--- config.mk ---
export PLATFORM = sky130hd
export DESIGN_NAME = chan_reorder
export DESIGN_NICKNAME = d
export VERILOG_FILES = /design/src/rtl/chan_reorder.sv
export SDC_FILE = /design/constraint.sdc
export NUM_CORES = 1
export LEC_CHECK = 0
export ABC_AREA = 1
export BUFFER_PORTS_ARGS = -buffer_cell sky130_fd_sc_hd__buf_2
export CAP_MARGIN = 10
export CORE_MARGIN = 2
export CORE_UTILIZATION = 62
export DETAILED_ROUTE_END_ITERATION = 16
export PLACE_DENSITY = 0.79
export SLEW_MARGIN = 15
export SYNTH_ARGS = -nofsm -noshare
export SYNTH_HDL_FRONTEND = slang
export SYNTH_SLANG_ARGS = --single-unit
export TNS_END_PERCENT = 5
--- constraint.sdc ---
create_clock -name clk -period 5.17 [get_ports clk]
set_input_delay 0 -clock clk [delete_from_list [all_inputs] [get_ports clk]]
set_output_delay 0 -clock clk [all_outputs]
set_load 0.01 [all_outputs]
--- src/rtl/chan_reorder.sv ---
`timescale 1ns/1ps
// -----------------------------------------------------------------------------
// chan_reorder
//
// Frame-aligning reorder buffer that sits directly after the polyphase
// filterbank. It gathers N consecutive filterbank outputs (one per arm) into one
// half of a ping-pong RAM. Each complete frame is then replayed as a single
// gap-free burst, which the FFT stage that follows consumes directly.
//
// Build option:
//   CHAN_REORDER_BITREV_EN  defined   -> frames are replayed in bit-reversed
//                                        index order (N=8: 0,4,2,6,1,5,3,7)
//                           undefined -> frames are replayed in natural order
//   Latency and throughput are the same in both builds.
//
// Ports:
//   clk        clock
//   rst_n      synchronous, active-low reset; drops all buffered data
//   in_data    sample from the filterbank
//   in_nd      in_data / in_m / in_first valid this cycle
//   in_m       meta carried alongside in_data
//   in_first   sample is arm 0 (frame start); may be tied low
//   out_data   reordered sample (holds its value while out_nd is low)
//   out_nd     out_data valid
//   out_m      meta travelling with out_data
//   out_first  first sample of an output frame
//   error      sticky framing error (resync or bank overflow)
// -----------------------------------------------------------------------------
module chan_reorder #(
    parameter int N      = 8,
    parameter int WIDTH  = 32,
    parameter int MWIDTH = 1
) (
    input  logic              clk,
    input  logic              rst_n,
    input  logic [WIDTH-1:0]  in_data,
    input  logic              in_nd,
    input  logic [MWIDTH-1:0] in_m,
    input  logic              in_first,
    output logic [WIDTH-1:0]  out_data,
    output logic              out_nd,
    output logic [MWIDTH-1:0] out_m,
    output logic              out_first,
    output logic              error
);

    localparam int AW = (N > 1) ? $clog2(N) : 1;
    localparam int EW = MWIDTH + WIDTH;

    localparam logic [AW-1:0] IDX_ZERO = {AW{1'b0}};
    localparam logic [AW-1:0] IDX_ONE  = {{(AW-1){1'b0}}, 1'b1};
    localparam logic [AW-1:0] IDX_LAST = AW'(N - 1);

    typedef enum logic [0:0] {
        RD_IDLE = 1'b0,
        RD_READ = 1'b1
    } rd_state_e;

    // Replay order of frame slot idx.
    function automatic logic [AW-1:0] rd_map(input logic [AW-1:0] idx);
        logic [AW-1:0] r;
        r = {AW{1'b0}};
`ifdef CHAN_REORDER_BITREV_EN
        for (int b = 0; b < AW; b++) begin
            r[b] = idx[AW-1-b];
        end
`else
        r = idx;
`endif
        return r;
    endfunction

    // Ping-pong storage of {meta, data}; never reset, guarded by the full flags.
    logic [EW-1:0]     mem_q [2][N];

    logic [AW-1:0]     wr_idx_q,  wr_idx_d;
    logic              wr_bank_q, wr_bank_d;
    logic [1:0]        full_q,    full_d;
    rd_state_e         rd_state_q, rd_state_d;
    logic [AW-1:0]     rd_idx_q,  rd_idx_d;
    logic              rd_bank_q, rd_bank_d;
    logic              error_q,   error_d;

    logic [WIDTH-1:0]  out_data_q,  out_data_d;
    logic [MWIDTH-1:0] out_m_q,     out_m_d;
    logic              out_nd_q,    out_nd_d;
    logic              out_first_q, out_first_d;

    logic              wr_en_s;
    logic [AW-1:0]     wr_addr_s;
    logic              wr_done_s;
    logic              resync_s;
    logic              rd_fire_s;
    logic              rd_clear_s;
    logic [EW-1:0]     rd_word_s;

    // Write side: slot addressing, frame completion and arm-0 resync.
    always_comb begin
        wr_idx_d  = wr_idx_q;
        wr_bank_d = wr_bank_q;
        wr_en_s   = 1'b0;
        wr_addr_s = wr_idx_q;
        wr_done_s = 1'b0;
        resync_s  = 1'b0;
        if (in_nd) begin
            wr_en_s = 1'b1;
            if (in_first && (wr_idx_q != IDX_ZERO)) begin
                // Arm 0 arrived early: drop the partial frame and restart it
                // in the same bank with this sample in slot 0.
                resync_s  = 1'b1;
                wr_addr_s = IDX_ZERO;
                wr_idx_d  = IDX_ONE;
            end else if (wr_idx_q == IDX_LAST) begin
                wr_idx_d  = IDX_ZERO;
                wr_bank_d = ~wr_bank_q;
                wr_done_s = 1'b1;
            end else begin
                wr_idx_d  = wr_idx_q + IDX_ONE;
            end
        end else begin
            wr_idx_d = wr_idx_q;
        end
    end

    // Read side: slot 0 is issued in the same cycle the FSM leaves IDLE so that
    // output starts two cycles after the last write of a frame; a burst that
    // ends with the other bank still filling drops to IDLE for one cycle, which
    // lines up exactly with that bank becoming full, keeping output gap-free.
    always_comb begin
        rd_state_d = rd_state_q;
        rd_idx_d   = rd_idx_q;
        rd_bank_d  = rd_bank_q;
        rd_fire_s  = 1'b0;
        rd_clear_s = 1'b0;
        case (rd_state_q)
            RD_IDLE: begin
                if (full_q[rd_bank_q]) begin
                    rd_fire_s = 1'b1;
                end else begin
                    rd_fire_s = 1'b0;
                end
            end
            RD_READ: begin
                rd_fire_s = 1'b1;
            end
            default: begin
                rd_state_d = RD_IDLE;
            end
        endcase
        if (rd_fire_s) begin
            if (rd_idx_q == IDX_LAST) begin
                rd_clear_s = 1'b1;
                rd_idx_d   = IDX_ZERO;
                rd_bank_d  = ~rd_bank_q;
                rd_state_d = full_q[~rd_bank_q] ? RD_READ : RD_IDLE;
            end else begin
                rd_idx_d   = rd_idx_q + IDX_ONE;
                rd_state_d = RD_READ;
            end
        end else begin
            rd_idx_d = rd_idx_q;
        end
    end

    // Bank-full flags and sticky error; on a same-bank clash the set wins.
    always_comb begin
        full_d = full_q;
        if (rd_clear_s) begin
            full_d[rd_bank_q] = 1'b0;
        end else begin
            full_d = full_d;
        end
        if (wr_done_s) begin
            full_d[wr_bank_q] = 1'b1;
        end else begin
            full_d = full_d;
        end
        error_d = error_q | resync_s | (wr_done_s & full_q[wr_bank_q]);
    end

    // Output stage: data/meta hold while idle, first flag only with valid.
    always_comb begin
        rd_word_s   = mem_q[rd_bank_q][rd_map(rd_idx_q)];
        out_nd_d    = rd_fire_s;
        out_first_d = rd_fire_s & (rd_idx_q == IDX_ZERO);
        if (rd_fire_s) begin
            out_data_d = rd_word_s[WIDTH-1:0];
            out_m_d    = rd_word_s[EW-1:WIDTH];
        end else begin
            out_data_d = out_data_q;
            out_m_d    = out_m_q;
        end
    end

    // Sample storage write port.
    always_ff @(posedge clk) begin
        if (wr_en_s) begin
            mem_q[wr_bank_q][wr_addr_s] <= {in_m, in_data};
        end
    end

    // Control and output registers with synchronous active-low reset.
    always_ff @(posedge clk) begin
        if (!rst_n) begin
            wr_idx_q    <= IDX_ZERO;
            wr_bank_q   <= 1'b0;
            full_q      <= 2'b00;
            rd_state_q  <= RD_IDLE;
            rd_idx_q    <= IDX_ZERO;
            rd_bank_q   <= 1'b0;
            error_q     <= 1'b0;
            out_data_q  <= {WIDTH{1'b0}};
            out_m_q     <= {MWIDTH{1'b0}};
            out_nd_q    <= 1'b0;
            out_first_q <= 1'b0;
        end else begin
            wr_idx_q    <= wr_idx_d;
            wr_bank_q   <= wr_bank_d;
            full_q      <= full_d;
            rd_state_q  <= rd_state_d;
            rd_idx_q    <= rd_idx_d;
            rd_bank_q   <= rd_bank_d;
            error_q     <= error_d;
            out_data_q  <= out_data_d;
            out_m_q     <= out_m_d;
            out_nd_q    <= out_nd_d;
            out_first_q <= out_first_d;
        end
    end

    assign out_data  = out_data_q;
    assign out_m     = out_m_q;
    assign out_nd    = out_nd_q;
    assign out_first = out_first_q;
    assign error     = error_q;

endmodule

==> results of run 1 <==
[cell type report]
type | instances | area share [%]
Tap cell | 518 | 2.39
Antenna cell | 1 | 0.00921
Clock inverter | 20 | 0.788
Timing Repair Buffer | 138 | 3.66
Inverter | 352 | 4.89
Multi-Input combinational cell | 1302 | 20.6
Clock buffer | 81 | 5.72
Sequential cell | 576 | 61.9
[stage by stage]
| step | hold WS (ns) | total power [mW] | worst slack, ns | std cells | cell area [um^2] |
|---|---|---|---|---|---|
| after floorplan | 0.0989 | 5.32 | 1.33 | 2351 | 24200 |
| final | 0.0286 | 9.30 | 2.26 | 2988 | 27200 |
| after global placement | 0.380 | 5.41 | 2.30 | 2848 | 25000 |
| after CTS | 0.00477 | 9.34 | 2.26 | 2987 | 27200 |
| after detailed placement | 0.384 | 5.42 | 2.30 | 2849 | 25000 |
| after global routing | 0.0770 | 9.53 | 2.10 | 2988 | 27200 |
[logic make-up after synthesis]
kind of cell / count (synthesis) / share of synthesized area (%)
and+or+nand+nor: 1240 / 21.2
adders and majority gates: 6 / 0.310
DFF: 576 / 69.4
AOI/OAI and AO/OA: 56 / 1.20
buffers and inverters: 473 / 7.90
[worst max-delay path by stage]
stage,from,to,slack (ns),cells after the start
3_5_place_dp,wr_bank_q,mem_q[1][116],2.30,3
4_1_cts,wr_bank_q,mem_q[1][125],2.26,3
3_3_place_gp,wr_bank_q,mem_q[1][186],2.30,2
2_1_floorplan,wr_idx_q[1],mem_q[0][198],1.33,7
6_report,wr_bank_q,mem_q[1][257],2.26,3
5_1_grt,wr_bank_q,mem_q[1][58],2.10,2
[synth_stat cells (all sizes together)]
cell	number	area, um^2
edfxtp	528	15900
nand2	848	3180
inv	349	1310
o21a	1	7.51
dfxtp	48	961
nand3b	1	7.51
o21ai	41	209
nand3	365	1830
a21oi	12	60.1
nor3	8	40.0
clkinv	3	11.3
clkbuf	19	71.3
ha	6	75.1
nor2	18	75.1
buf	102	522
a211oi	2	15.0
[power by group through the flow]
stage	sequential, mW	combinational (mW)	clock, mW
6_report	5.13	0.215	3.96
3_5_place_dp	5.23	0.190	0
2_1_floorplan	5.24	0.0812	0
5_1_grt	5.14	0.239	4.16
3_3_place_gp	5.23	0.180	0
4_1_cts	5.13	0.214	3.99
[sequential cells by signal, indices dropped and copies added (netlist names), named ones only]
register    flops
error           1
rd_idx_q        3
full_q          2
out_nd          1
out_data       32
out_m           1
mem_q         528
rd_state_q      1
rd_bank_q       1
wr_idx_q        3
out_first       1
wr_bank_q       1
[critical path, delay by kind of cell, from the launching register on]
| kind | cells | cell delay, ns |
|---|---|---|
| buffers and inverters | 2 | 1.09 |
| and+or+nand+nor | 1 | 0.67 |
| DFF | 1 | 0.79 |
[per-layer routing]
layer / track usage (%) / part of all wire [%] / wire [um] / up-vias
met5: 0 / 0.023 / 13 / -
met4: 12.2 / 3.8 / 2120 / 2
met3: 4.49 / 8.3 / 4640 / 181
met2: 47.8 / 49 / 27500 / 802
met1: 36.0 / 39 / 21800 / 7853
li1: - / - / - / 7772
==> flow_summary.ini, run 1 <==
[timing]
setup_viol = 0
rsz0062_at_grt = false
max_freq_mhz = 343
max_slew.worst_pin.slew_ns = 1.28
fin_worst_skew_ns = 0.0221
hold_viol = 0
setup-tns-final_ns = 0
slew_violations = 0
max_slew_margin_pct = 14.8
fin_crit_ns = 2.91
fin_crit_sh_pct = 56.4

[cts]
numCtsBuffers = 55
cts_sinks = 576
hold_buffers = 37
path_clk_slew_ns = 0.06
clock_path_buffers = 3
cts_setup_buffers = 0
clk_latency_ns = 0.61
htreeDepth = 2
cts_tree = built
cts-resized-gates = 0
root_buffer = clkbuf_16

[global_route]
gr-usage-all-layers_pct = 28.1
grt_pass1_wl_um = 87800
globalRouteOverflowTotal = 0
antenna_found_initial = 2
grt_max_degree = 214
grt_pass1_vias = 16681

[setup_path]
crit_fanout = 19
worstReg2RegEnd = mem_q[1][257]
critPathLaunchType = flop
ff2ff_setup_slack_ns = 2.26
slowest_stage = dfxtp_1
path_cells = clkinv_1 > nor2_4 > buf_4
required_ns = 5.43
arrival_ns = 3.17
ff2ff_path_depth = 3
r2r_start = wr_bank_q
worstSetupPathType = flop to flop
worstSetupEndpointType = flop
crit_path_max_incr_delay_ns = 0.79

[power_and_ir_drop]
ir_drop_uv = 348
p_int_mw = 7.47
switching_share_pct = 19.8
p_clk_share_pct = 42.5
seqPwrFrac_pct = 55.2
p_comb_share_pct = 2.3
total_leakage_power_nw = 11.6
p_per_area_mw_per_mm2 = 342
p_sw_mw = 1.84

[routing]
routed_wl_um = 56100
wl_per_cell_um = 18.8
drt-vias-per-instance = 5.56
drc_errors = 0
drtIter0Drc = 1710
vias = 16610
drt_first_pass_iters = 6
ant_nets = 0

[floorplanning]
die_area_mm2 = 0.0407
fp-row-count = 72
io_pins = 73
core_region_area_mm2 = 0.0386
initial_core_util_pct = 62.7
die_h_um = 202
fp.dieW_um = 202

[layout]
fin_util_pct = 70.3
final_cell_mix = nand2_1 (848), edfxtp_1 (528), nand3_1 (365)
syn_to_final_growth_pct = 12.1
drive_gt1_share_pct = 8.22
fillers = 2612
layout_commonest_cell = nand2_1
multi_input_area_mm2 = 0.00560
seq_area_mm2 = 0.0168
nets = 2468

[logic_synthesis]
ys_warn_count = 0
netlist_area_mm2 = 0.0242
syn_nets = 2394
syn_avg_cell_area_um2 = 10.3
syn_inst = 2351
ys_types = 23
ys_seq_area_share_pct = 69.4
synth_seq_cells = 576

[min_path]
hold_depth = 4
hold_class = input port to flop
hold-path-endpoint = rd_idx_q[2]
worstHoldStart = rst_n

[outcome]
status = complete, no violations

[job]
drv_cap = 0

[placement]
gp_congestion = 0.793
port_buffers = 72
dp.final_hpwl_um = 29200
Note: power is estimated with default switching activity, not from simulation.
==> run 2, diff against run 1 <==
--- a/config.mk
+++ b/config.mk
@@ -5,11 +5,11 @@
 export SDC_FILE = /design/constraint.sdc
 export NUM_CORES = 1
 export LEC_CHECK = 0
-export ABC_AREA = 1
+export ABC_AREA = 0
 export BUFFER_PORTS_ARGS = -buffer_cell sky130_fd_sc_hd__buf_2
 export CAP_MARGIN = 10
 export CORE_MARGIN = 2
-export CORE_UTILIZATION = 62
+export CORE_UTILIZATION = 61
 export DETAILED_ROUTE_END_ITERATION = 16
 export PLACE_DENSITY = 0.79
 export SLEW_MARGIN = 15
==> constraint.sdc (replaced) <==
create_clock -name clk -period 3.05 [get_ports clk]
set_input_delay 0 -clock clk [delete_from_list [all_inputs] [get_ports clk]]
set_output_delay 0 -clock clk [all_outputs]
set_load 0.01 [all_outputs]
==> flow_summary.ini, run 2 <==
[outcome]
status = complete, no violations

[placement]
port_buffers = 72
place_ws_ns = 0.537
placed_cells = 1494
gp_congestion = 0.780
dp.final_hpwl_um = 23400

[layout]
syn_to_final_growth_pct = 15.4
seq_area_mm2 = 0.0168
nets = 1167
drive_gt1_share_pct = 31.9
top_register = mem_q
multi_input_area_mm2 = 0.00478
fillers = 2014
layout_commonest_cell = edfxtp_1
largest_reg_flops = 528
stdcell_count = 1630
fin_util_pct = 71.0
final_cell_mix = edfxtp_1 (528), mux4_2 (132), buf_2 (72)

[power_and_ir_drop]
total_leakage_power_nw = 7.92
p_per_area_mw_per_mm2 = 619
ir_drop_uv = 675

[timing]
max_slew_margin_pct = 49.5
setup_viol = 0
hold_slack_ns = 0.0832
max_slew.worst_pin.slew_ns = 0.755
rsz0062_at_grt = false
setup-tns-final_ns = 0
fin_worst_skew_ns = 0.0245
hold_viol = 0
fin_ws_ns = 0.419
slew_violations = 0
fin_crit_sh_pct = 86.3
fin_crit_ns = 2.63
max_freq_mhz = 380

[floorplanning]
die_area_mm2 = 0.0371
die_h_um = 193
io_pins = 73
initial_core_util_pct = 61.5
core_region_area_mm2 = 0.0353
fp.dieW_um = 193
fp-row-count = 69

[setup_path]
critPathLaunchType = flop
slowest_stage = dfxtp_1
required_ns = 3.28
crit_family = simple AND/OR/NAND/NOR gates
crit_end = mem_q[0][228]
arrival_ns = 2.86
worstReg2RegEnd = mem_q[0][228]
worstSetupPathType = flop to flop
worstSetupEndpointType = flop
worstSetupPathDepth = 7
ff2ff_path_depth = 7
crit_fanout = 21
ff2ff_setup_slack_ns = 0.42
r2r_start = wr_idx_q[0]
crit_path_max_incr_delay_ns = 0.44
startpoint = wr_idx_q[0]
path_cells = inv_1 > ha_1 > nor2b_1 > o21a_1 > nand3b_1 > nor2_4 > buf_4
cp_num_buf_inv = 2

[cts]
cts-resized-gates = 0
clock_path_buffers = 3
root_buffer = clkbuf_16
cts_tree = built
cts_sinks = 576
clk_latency_ns = 0.60
numCtsBuffers = 54
path_clk_slew_ns = 0.06
htreeDepth = 2

[global_route]
grt_max_degree = 73
grt_pass1_wl_um = 67400
grt_pass1_vias = 10766
antenna_found_initial = 2
globalRouteOverflowTotal = 0
gr-usage-all-layers_pct = 25.3

[routing]
vias = 10336
ant_nets = 0
routed_wl_um = 44600
drt-vias-per-instance = 6.34
drtIter0Drc = 971
wl_per_cell_um = 27.4
drc_errors = 0
drt_first_pass_iters = 5

[logic_synthesis]
syn_nets = 1018
netlist_area_mm2 = 0.0217
ys_warn_count = 0
synth_top_area_share_pct = 73.0
synthArstFlopShare_pct = 0
ys.flop_type = edfxtp_1
syn_inst = 975
synth_edf_count = 528
post-synth-top-area-cell = edfxtp_1
ys_seq_area_share_pct = 77.4
ys_types = 35
synth_commonest_cells = edfxtp_1 (528), mux4_2 (132), nor2_1 (53)
syn_avg_cell_area_um2 = 22.3
synth_seq_cells = 576
yosysMostFrequentCell = edfxtp_1
yosys-top-cells-area = edfxtp_1 (73%), mux4_2 (14%), dfxtp_1 (4.4%)

[job]
drv_cap = 0

[min_path]
hold_class = input port to flop
-- run 2: cell types whose count changed after synthesis, sizes merged, moves of 33 or more --
cell,change
o21ai,-35
mux4,+132
mux2,+35
nor2,+35
nand2,-844
a221o,+33
nand3,-361
buf,-78
mux2i,+35
inv,-342
-- run 2: how the worst min path moves through the flow --
stage | startpoint | endpoint | slack, ns | depth (start not counted)
finish | in_first | error | 0.08 | 5
detailed placement | in_data[14] | mem_q[1][80] | 0.38 | 1
CTS | in_first | error | 0.06 | 5
global placement | in_data[5] | mem_q[1][137] | 0.37 | 1
floorplan | in_data[0] | mem_q[0][0] | 0.1 | 0
global route | in_first | error | 0.08 | 5
-- run 2: cell families (layout without fill, tap and decap cells) --
kind of cell	Yosys count	count (layout)	share of synthesized area (%)
DFF	576	576	77.4
muxes	202	202	17.1
and+or+nand+nor	78	78	1.62
buffers and inverters	59	251	1.26
AOI/OAI and AO/OA	53	53	2.18
adders and majority gates	6	6	0.346
xor gates and xnor gates	1	1	0.0403
other	0	2	0
-- run 2: worst reg2reg max path, cell delays in order (launching register included) --
cell	delay, ns
dfxtp_1	0.44
inv_1	0.11
ha_1	0.15
nor2b_1	0.24
o21a_1	0.33
nand3b_1	0.39
nor2_4	0.20
buf_4	0.40
-- run 2: layout make-up --
cell class                 instances  area share [%]
clock buffer                      74            5.89
inverter                           7           0.105
sequential                       576            67.1
antenna                            2          0.0200
clock inverter                    25           0.863
timing repair buffer             145            4.62
multi-input combinational        340            19.1
tap                              461            2.30
-- run 2: routing by layer --
layer  GRT usage (%)  part of all wire, %  vias to the layer above
met5               0                    0                        -
li1                -                    -                     4388
met4            8.60                  2.8                        0
met2            42.5                   51                      432
met1            34.4                   39                     5427
met3            3.73                  6.3                       89
-- run 2: through the flow --
stage	cell area (um^2)	power, mW
3_5_place_dp	23000	9.21
2_1_floorplan	21700	9.02
3_3_place_gp	23000	9.19
5_1_grt	25100	15.9
4_1_cts	25100	15.6
6_report	25100	15.5
-- run 2: repair_timing --
| item | CTS | global route |
|---|---|---|
| buffers inserted | 0 | 0 |
| endpoints found under the hold margin | 543 | 0 |
| hold buffers | 35 | 0 |
-- run 2: where the power goes --
part	internal (mW)	leakage, nW	switching, mW	total [mW]
Combinational	0.142	1.94	0.232	0.373
Clock	3.64	0.816	2.78	6.42
Sequential	8.69	5.16	0.0228	8.71
Total	12.5	7.92	3.03	15.5
==> run 3, diff against run 2 <==
--- a/config.mk
+++ b/config.mk
@@ -9,9 +9,10 @@
 export BUFFER_PORTS_ARGS = -buffer_cell sky130_fd_sc_hd__buf_2
 export CAP_MARGIN = 10
 export CORE_MARGIN = 2
-export CORE_UTILIZATION = 61
+export CORE_UTILIZATION = 55
+export CTS_CLUSTER_SIZE = 24
 export DETAILED_ROUTE_END_ITERATION = 16
-export PLACE_DENSITY = 0.79
+export PLACE_DENSITY = 0.75
 export SLEW_MARGIN = 15
 export SYNTH_ARGS = -nofsm -noshare
 export SYNTH_HDL_FRONTEND = slang
==> constraint.sdc (replaced) <==
create_clock -name clk -period 2.4 [get_ports clk]
set_input_delay 0 -clock clk [delete_from_list [all_inputs] [get_ports clk]]
set_output_delay 0 -clock clk [all_outputs]
set_load 0.01 [all_outputs]
==> flow_summary.ini, run 3 (synthesis results as in run 2) <==
[layout]
stdcell_count = 1705
largest_reg_flops = 528
antennaDiodeCount = 0
drive_gt1_share_pct = 33.7
top_register = mem_q
nets = 1183
syn_to_final_growth_pct = 18.2
final_cell_mix = edfxtp_1 (528), mux4_2 (132), buf_2 (72)
layout_commonest_cell = edfxtp_1

[setup_path]
crit_path_max_incr_delay_ns = 0.38
crit_family = simple AND/OR/NAND/NOR gates
required_ns = 2.68
path_cells = inv_1 > ha_1 > nor2b_1 > o21ai_0 > nand3_1 > nor2_4 > buf_4
worstSetupPathType = flop to flop
worstSetupEndpointType = flop
cp_num_buf_inv = 2
slowest_stage = dfxtp_1
arrival_ns = 2.50
crit_fanout = 15
ff2ff_setup_slack_ns = 0.17
critPathLaunchType = flop

[timing]
max_slew.worst_pin.slew_ns = 0.715
fin_ws_ns = 0.173
rsz0062_at_grt = false
fin_crit_ns = 2.23
slew_violations = 0
max_slew_margin_pct = 51.8
hold_viol = 0
setup_viol = 0
max_freq_mhz = 449
fin_crit_sh_pct = 92.8
setup-tns-final_ns = 0
fin_worst_skew_ns = 0.0152

[cts]
clk_latency_ns = 0.60
root_buffer = clkbuf_16
numCtsBuffers = 55
cts_tree = built
path_clk_slew_ns = 0.06
htreeDepth = 2
clock_path_buffers = 3
cts_sinks = 576
cts-resized-gates = 0

[job]
drv_cap = 0

[power_and_ir_drop]
p_per_area_mw_per_mm2 = 803
total_power_mw = 20.6
p_clk_share_pct = 43.9
total_leakage_power_nw = 8.15
seqPwrFrac_pct = 53.7
p_sw_mw = 3.98
p_int_mw = 16.6
switching_share_pct = 19.3
ir_drop_uv = 652
p_comb_share_pct = 2.4

[global_route]
grt_pass1_wl_um = 69700
gr-usage-all-layers_pct = 23.3
antenna_found_initial = 0
grt_pass1_vias = 10951
globalRouteOverflowTotal = 0
grt_max_degree = 34

[floorplanning]
initial_core_util_pct = 55.9
fp-row-count = 72
die_h_um = 203
fp.dieW_um = 203
core_region_area_mm2 = 0.0388
die_area_mm2 = 0.0411
io_pins = 73

[routing]
ant_nets = 0
wl_per_cell_um = 26.9
drtIter0Drc = 1005
drt_first_pass_iters = 5
drt-vias-per-instance = 6.09
drc_errors = 0
vias = 10383
routed_wl_um = 45900

[placement]
port_buffers = 72
placed_cells = 1563
dp.final_hpwl_um = 25000
gp_congestion = 0.800
place_ws_ns = 0.129

[outcome]
status = complete, no violations

[min_path]
hold_class = input port to flop
run 3: cell types whose count changed in the layout (fill, tap and decap cells not counted), sizes merged, moves of 2 or more:
cell and delta:
buf +13, bufinv +6, clkbuf -5, clkinv +2
diode -2, dlygate4sd3 +2
run 3: worst reg2reg max path: stages, from the launching register on:
cell	delay [ns]
dfxtp_1	0.38
inv_1	0.11
ha_1	0.20
nor2b_1	0.16
o21ai_0	0.24
nand3_1	0.29
nor2_4	0.23
buf_4	0.30
run 3: power by group through the flow:
stage	Sequential [mW]	Combinational (mW)	Clock, mW
2_1_floorplan	11.3	0.182	0
5_1_grt	11.1	0.530	9.58
3_3_place_gp	11.3	0.421	0
4_1_cts	11.1	0.491	9.19
3_5_place_dp	11.3	0.439	0
6_report	11.1	0.490	9.05
run 3: worst paths after layout:
check,startpoint,cells after the start,end
worst max-delay path,wr_idx_q[1],7,mem_q[1][126]
worst max register to register,wr_idx_q[1],7,mem_q[1][126]
worst min register to register,out_data[21],1,out_data[21]
worst min-delay path,in_data[5],2,mem_q[1][236]
run 3: final cells by class:
cell class | count | area [um^2]
sequential | 576 | 16800
fill | 2411 | 13200
multi-input combinational | 340 | 4780
clock buffer | 69 | 1500
timing repair buffer | 160 | 1480
tap | 518 | 648
clock inverter | 35 | 418
inverter | 7 | 26.3
run 3: layer usage:
metal	share of wire, %	GRT usage, %	vias up	routed length, um
li1	-	-	4410	-
met1	40	31.1	5493	18300
met2	51	38.9	393	23400
met3	6.8	5.36	87	3130
met4	2.6	6.73	0	1170
met5	0	0	-	0
run 3: what timing repair did:
item                                    in CTS  in global routing
endpoints found under the hold margin      543                  0
endpoints found under the setup margin       0                  2
hold buffers                                37                  0
buffers inserted                             0                  1
run 3: metrics by stage:
step	area [um^2]	utilization, %	hold slack [ns]
2_1_floorplan	21800	-	0.0989
5_1_grt	25700	66.1	0.314
4_1_cts	25700	66.1	0.283
3_3_place_gp	23400	60.2	0.372
6_report	25700	66.1	0.311
3_5_place_dp	23400	60.2	0.375
